File: src/rtl/fetch_queue_pkg.sv
// Shared constants, entry layout and PC helper for the fetch queue.
package fetch_queue_pkg;
    localparam int OBQ_SIZE     = 16;
    localparam int FQ_DEPTH_DEF = 4;
    localparam int FQ_IDX_W     = $clog2(OBQ_SIZE) + 1;

    // Entry layout as stored in the queue (MSB first), shown at the default index width.
    typedef struct packed {
        logic [31:0]         pc;
        logic [31:0]         inst;
        logic [31:0]         npc;
        logic                pred_taken;
        logic [FQ_IDX_W-1:0] obq_index;
    } fq_entry_t;

    function automatic logic [31:0] seq_pc(input logic [31:0] pc);
        return pc + 32'd4;
    endfunction
endpackage

File: src/rtl/fetch_queue_fifo.sv
// Entry storage plus head/tail/count pointers for the fetch queue; flush empties it.
module fq_fifo #(
    parameter  int DEPTH = 4,
    parameter  int W     = 102,
    localparam int PTR_W = $clog2(DEPTH),
    localparam int CNT_W = $clog2(DEPTH) + 1
) (
    input  logic             clock,
    input  logic             reset,
    input  logic             flush,
    input  logic             enq,
    input  logic             deq,
    input  logic [W-1:0]     wdata,
    output logic [W-1:0]     rdata,
    output logic [CNT_W-1:0] count,
    output logic             full
);
    logic [PTR_W-1:0] head_q, head_d, tail_q, tail_d;
    logic [CNT_W-1:0] count_q, count_d;
    logic [W-1:0]     mem_q [DEPTH];
    logic             do_enq, do_deq;

    assign full   = (count_q == CNT_W'(DEPTH));
    assign count  = count_q;
    assign rdata  = mem_q[head_q];
    assign do_enq = enq & ~full & ~flush;
    assign do_deq = deq & (count_q != '0) & ~flush;

    always_comb begin
        head_d  = head_q;
        tail_d  = tail_q;
        count_d = count_q;
        if (flush) begin
            head_d  = '0;
            tail_d  = '0;
            count_d = '0;
        end else begin
            if (do_enq) tail_d = tail_q + PTR_W'(1);
            if (do_deq) head_d = head_q + PTR_W'(1);
            case ({do_enq, do_deq})
                2'b10:   count_d = count_q + CNT_W'(1);
                2'b01:   count_d = count_q - CNT_W'(1);
                default: count_d = count_q;
            endcase
        end
    end

    always_ff @(posedge clock) begin
        if (reset) begin
            head_q  <= '0;
            tail_q  <= '0;
            count_q <= '0;
        end else begin
            head_q  <= head_d;
            tail_q  <= tail_d;
            count_q <= count_d;
        end
    end

    // Contents are never cleared; occupancy alone decides which slots are live.
    always_ff @(posedge clock) begin
        if (do_enq) mem_q[tail_q] <= wdata;
    end
endmodule

File: src/rtl/fetch_queue.sv
// Fetch PC generation feeding a small queue of {pc, inst, predicted npc} toward decode.
module fetch_queue
    import fetch_queue_pkg::*;
#(
    parameter  int FQ_DEPTH = FQ_DEPTH_DEF,
    parameter  int IDX_W    = $clog2(OBQ_SIZE) + 1,
    localparam int CNT_W    = $clog2(FQ_DEPTH) + 1
) (
    input  logic             clock,
    input  logic             reset,
    output logic [31:0]      fetch_pc,
    output logic             fetch_req,
    input  logic             mem_valid,
    input  logic [31:0]      mem_inst,
    input  logic             bp_valid,
    input  logic [31:0]      bp_pc,
    input  logic             bp_taken,
    input  logic [IDX_W-1:0] bp_index,
    input  logic             rt_redirect,
    input  logic [31:0]      rt_redirect_pc,
    input  logic             deq_ready,
    output logic             deq_valid,
    output logic [31:0]      deq_pc,
    output logic [31:0]      deq_inst,
    output logic [31:0]      deq_npc,
    output logic             deq_pred_taken,
    output logic [IDX_W-1:0] deq_obq_index,
    output logic [CNT_W-1:0] count_out
);
    localparam int ENT_W = 97 + IDX_W;

    logic [31:0]      fetch_pc_q, fetch_pc_d;
    logic [31:0]      npc;
    logic             taken, full, enq;
    logic [IDX_W-1:0] idx;
    logic [ENT_W-1:0] wdata, rdata;

    assign fetch_req = ~full & ~rt_redirect;
    assign enq       = fetch_req & mem_valid;
    assign npc       = bp_valid ? bp_pc : seq_pc(fetch_pc_q);
    assign taken     = bp_valid & bp_taken;
    assign idx       = bp_valid ? bp_index : '0;
    assign wdata     = {fetch_pc_q, mem_inst, npc, taken, idx};
    assign fetch_pc  = fetch_pc_q;
    assign deq_valid = (count_out != '0);
    assign {deq_pc, deq_inst, deq_npc, deq_pred_taken, deq_obq_index} = rdata;

    always_comb begin
        fetch_pc_d = fetch_pc_q;
        if (rt_redirect)
            fetch_pc_d = rt_redirect_pc;
        else if (enq)
            fetch_pc_d = npc;
    end

    always_ff @(posedge clock) begin
        if (reset) fetch_pc_q <= '0;
        else       fetch_pc_q <= fetch_pc_d;
    end

    fq_fifo #(.DEPTH(FQ_DEPTH), .W(ENT_W)) u_fifo (
        .clock (clock),
        .reset (reset),
        .flush (rt_redirect),
        .enq   (enq),
        .deq   (deq_ready & deq_valid),
        .wdata (wdata),
        .rdata (rdata),
        .count (count_out),
        .full  (full)
    );
endmodule

File: config.mk
export PLATFORM = sky130hd
export DESIGN_NAME = fetch_queue
export DESIGN_NICKNAME = d
export VERILOG_FILES = /design/src/rtl/fetch_queue_pkg.sv /design/src/rtl/fetch_queue_fifo.sv /design/src/rtl/fetch_queue.sv
export SDC_FILE = /design/constraint.sdc
export NUM_CORES = 1
export LEC_CHECK = 0
export CAP_MARGIN = 20
export CORE_MARGIN = 2
export CORE_UTILIZATION = 58
export CTS_CLUSTER_SIZE = 25
export DETAILED_ROUTE_END_ITERATION = 10
export PLACE_DENSITY = 0.84
export SETUP_SLACK_MARGIN = 0.05
export SYNTH_ARGS = -nofsm -noshare
export SYNTH_HDL_FRONTEND = slang
export SYNTH_HIERARCHICAL = 1
export SYNTH_SLANG_ARGS = --single-unit
File: constraint.sdc
create_clock -name clock -period 6.7 [get_ports clock]
set_input_delay 1.34 -clock clock [delete_from_list [all_inputs] [get_ports clock]]
set_output_delay 1.34 -clock clock [all_outputs]
set_load 0.01 [all_outputs]
Yosys cells after proc, flatten, opt, wreduce, memory -nomap -nowiden. Memories as Yosys holds them, arrays and structs flattened. A register that Yosys moved wholly into a read port is not among the register bits. Cells that the tools add are included.

Memories: 1. Output and inout bits: 139. Latch bits: 0. Register bits: 39. Bits in read-only memories: 0. Bits in writable memories: 408. Bits of input ports: 108. Logic and storage cells: 36.

Divide/modulo/power cells: 0. Eq/ne operators: 3. $mul: 0. Reduce and logical (&&, ||, !) cells: 4. Bitwise logic cells: 10. Shift-type cells: 0. Mux-type cells: 9. Add/sub/neg operators: 5. Magnitude comparators: 0.

Memories: u_fifo.mem_q (depth 4, bits a word 102, read ports 1, clocked after memory_dff 1, wr ports 1, RTL line fetch_queue_fifo.sv:20) `logic [W-1:0] mem_q [DEPTH];`.

Operators by type and width (number): 32-bit two-way mux (3); 32-bit by 3-bit adder with 32-bit output, second input constant (1); 1-bit AND (8); 3-bit case mux with 2 select lines (1); 5-bit two-way mux (1); 2-bit by 1-bit adder with 2-bit output, second input constant (2); 2-bit two-way mux (2); 2-bit nonzero test (2); 3-bit by 1-bit adder with 3-bit output, second input constant (1); 3-bit == test, second input constant (1); 3-bit nonzero test (1); 3-bit by 1-bit subtractor with 3-bit output, second input constant (1); 2-bit by 1-bit == test with 1-bit output, second input constant (1); 2-bit == test, second input constant (1); 1-bit two-way mux (2); 1-bit inverter (2); 2-bit OR reduction (1).

Depth between registers and ports, before layout.
Depth in word-level cells: 8. Mapped depth: 15. Depth with buffers taken out: 13.

Cells and area by module. Netlist, hierarchy kept.

Modules (own cells, without submodules): fq_fifo (instances 1, seq. area each 12431.9 um2, cells each 585, area each 15220.8 um2); fetch_queue (instances 1, seq. area each 640.6 um2, cells each 336, area each 2446.1 um2).

Least setup slack after synthesis. OpenSTA, ideal clock, no wires.

Path kind: input to register. From: input rt_redirect. To: memory u_fifo.mem_q[0][0], enable pin. Path buffers: 2. Data arrival time: 3.919 ns. Data required time: 6.285 ns. Stages on the path: 7. Library setup time: 0.415 ns. Slack: 2.366 ns. Cells stage by stage: clkbuf_1 > nor2_1 > nand2_1 > inv_1 > clkbuf_1 > nor2b_1 > and3_2.

Cells in the longest elaborated chain, start to end: 7.

RTL lines: start: declaration (RTL line fetch_queue.sv:19) `input logic rt_redirect,`; 1-bit inverter (RTL line fetch_queue.sv:38) `assign fetch_req = ~full & ~rt_redirect;`; 1-bit AND (RTL line fetch_queue.sv:38); named net fetch_req (RTL line fetch_queue.sv:12) `output logic fetch_req,`; 1-bit AND (RTL line fetch_queue.sv:39) `assign enq = fetch_req & mem_valid;`; named net enq (RTL line fetch_queue.sv:34) `logic taken, full, enq;`; 1-bit AND (2 in series) (RTL line fetch_queue_fifo.sv:26) `assign do_enq = enq & ~full & ~flush;`; 1-bit two-way mux (RTL line fetch_queue_fifo.sv:62) `if (do_enq) mem_q[tail_q] <= wdata;`; 1-bit two-way mux (not written as such) (RTL line fetch_queue_fifo.sv:62); end: declaration (RTL line fetch_queue_fifo.sv:20).

The timed path passes the listed nets, and every way through them passes these cells.

==> run metrics <==
WHS Path Cells=2; Setup Viol. Count Final=0; root buffer cell=clkbuf_16; Seq/Total Area, Yosys=74.0%; Crit-path slowest cell=dfxtp_4; critical path, cell by cell=buf_4, mux4_2, clkdlybuf4s50_1; initial antenna violation count=0; Flop pwr share=53.8%; critical path capture point type=primary output; Core Area=29800 um2; final worst-path cycle share=66.9%; Cells after Synth=921; final hold violation count=0; htree depth=2; Slew Viols, Final=0; leading cell type in the layout, fill and taps excluded=edfxtp_1; cells on worst reg2reg path=8; Setup CP Type=register to primary output; Die X=179 um; crit-path max FO=32; total of max-cap violations=0; clk sinks=449; vias in the first global route=10000; Pwr Density=268 nW/um2; total gr overflow=0; clk buf depth=3; GRT Total Usage=25.7%; Worst EP required=5360 ps; final worst path period need=4490 ps; Syn Std Cell Area=17700 um2; routability cong.=0.790; peak supply drop=0.214 mV; Syn Nets=1036; port bufs=246; P_leak=0.00691 uW; hold-fix buffers at CTS=0; TritonCTS Buffers=43; worst-skew pair later-pin latency=550 ps; DR vias=10000; Post-synth EDFFs=408; unrepaired setup endpoints after global routing=no; final setup TNS=0 ps; Final Util=73.6%; number of antenna diodes=0; Worst EP arrival=3150 ps; IO Count=247; Ys Warns=6; slowest cell delay on critical path=780 ps; dpl hpwl=24.7 mm; CTS resizes=0; Clk pwr share=40.6%; Hold Path Class=register to register; Reg clk slew, reported paths=60 ps; DRT Wirelength=40.6 mm; Initial Utilization=59.3%; synth unique cells=57; switching share of power=20.5%; fin cells=1598; largest net degree at the start of global routing=74; Syn Area/Cell=19.2 um2; commonest non-fill, non-tap cells in the layout=edfxtp_1 (408), clkdlybuf4s50_1 (243), mux4_2 (102); P&R area growth vs syn=24.1%; crit path to=deq_npc[29]; internal power=4670 uW; drt pass-1 iters=5; Routed WL per cell=25.4 um; status=finished, final reports clean; Startpoint Class=register; flop-to-flop setup slack=2660 ps; Nets=1288; Critical R2R Launch=u_fifo/count[0]$_SDFFE_PP0P_; placed cell area=20500 um2; die height=179 um; placed cells=1517; Crit path depth=3; max_slew headroom=28.7%; actual slew at the worst max-slew pin=1070 ps; DR iter-0 viols=1216; CTS tree=yes; Vias/cell=6.26; post-layout instance area=21900 um2; Net Sw Power=1210 uW; Setup Buffers After CTS=0; fin worst setup slack=2210 ps; dpl ws=1820 ps; critical path buffer and inverter count=2; clk_skew=19.5 ps; Top FF cell, synth=edfxtp_1; post-route DRC violation count=0; asr flop ratio synth=0%; f_max=223 MHz; r2r endpoint=u_fifo/mem_q[0][11]$_DFFE_PP_; Comb power frac=5.6%; first-pass GRT wire length=60.4 mm; cell family with most CP delay=buffers and inverters; die area=31900 um2; synthesized flop and latch total=449; # rows=63; Routed Antenna Nets=0; layout cells sized above 1=16.7%
flip-flops by register name (all words and copies together), names as in the netlist, named ones only:
register,cells
fetch_pc,32
u_fifo/count,3
u_fifo/head_q,2
u_fifo/mem_q,408
u_fifo/tail_q,2
layout make-up:
cell class | count | area, um2
flip-flops and latches | 449 | 13100
fillers | 1728 | 7880
multi-input cells | 408 | 4280
repair buffers | 258 | 2610
clock buffers | 62 | 1230
well taps | 390 | 488
clock inverters | 18 | 184
inverters | 13 | 48.8
synthesized netlist by cell type, drive strengths merged (5+ instances only):
| cell type | n | area [um2] |
|---|---|---|
| a21oi | 18 | 90.1 |
| a22oi | 31 | 233 |
| and2 | 8 | 52.6 |
| and3 | 8 | 55.1 |
| buf | 21 | 170 |
| clkbuf | 30 | 113 |
| dfxtp | 41 | 821 |
| edfxtp | 408 | 12300 |
| ha | 6 | 75.1 |
| inv | 13 | 48.8 |
| mux2 | 5 | 56.3 |
| mux2i | 5 | 50.1 |
| mux4 | 102 | 2300 |
| nand2 | 26 | 97.6 |
| nand3 | 12 | 60.1 |
| nand4 | 10 | 77.6 |
| nor2 | 48 | 180 |
| nor3 | 13 | 65.1 |
| nor4 | 16 | 100 |
| o21ai | 7 | 35.0 |
| o22ai | 9 | 56.3 |
| o2bb2ai | 6 | 52.6 |
| o31a | 9 | 78.8 |
| or3 | 12 | 76.3 |
| xnor2 | 9 | 78.8 |
| xor2 | 6 | 52.6 |
kinds of logic (layout without fill, tap and decap cells):
kind of cell | count (synthesis) | count (layout) | synth area share [%]
fa+ha+maj | 7 | 7 | 0.538
buf+inv | 64 | 351 | 1.88
compound gates | 105 | 105 | 4.24
xor+xnor | 15 | 15 | 0.744
mux | 112 | 112 | 13.6
flops | 449 | 449 | 74.0
simple gates | 169 | 169 | 5.00
per-stage QoR:
stage          power (uW)  hold WS [ps]
2_1_floorplan        3330           459
4_1_cts              5910           488
3_3_place_gp         3530           462
5_1_grt              6030           555
6_report             5880           505
3_5_place_dp         3540           478
tightest hold or removal path, stage by stage, from the launching register on:
cell and delay [ps]:
dfxtp_1 310, o21ai_0 70, a21oi_1 80
worst min path at each step:
stage / start / to / slack [ps]
2_1_floorplan: u_fifo/head_q[1]$_SDFFE_PP0P_ / register / 460
3_3_place_gp: u_fifo/head_q[1]$_SDFFE_PP0P_ / register / 460
3_5_place_dp: u_fifo/head_q[1]$_SDFFE_PP0P_ / register / 480
4_1_cts: u_fifo/head_q[0]$_SDFFE_PP0P_ / register / 490
5_1_grt: u_fifo/head_q[1]$_SDFFE_PP0P_ / register / 550
6_report: u_fifo/head_q[1]$_SDFFE_PP0P_ / register / 510
layer usage:
layer,vias to the layer above,share of wire (%),global-route usage [%]
met4,0,2.8,7.83
met3,74,8.2,3.84
met2,558,48,40.6
met1,5068,41,38.0
met5,-,0,0
li1,4303,-,-
power groups by stage:
stage | registers (uW) | clock network [uW] | logic, uW
finish | 3160 | 2390 | 328
global route | 3170 | 2510 | 348
CTS | 3160 | 2420 | 327
floorplan | 3210 | 0 | 127
global placement | 3220 | 0 | 318
detailed placement | 3220 | 0 | 322
Power figures use the tool's default switching activity.
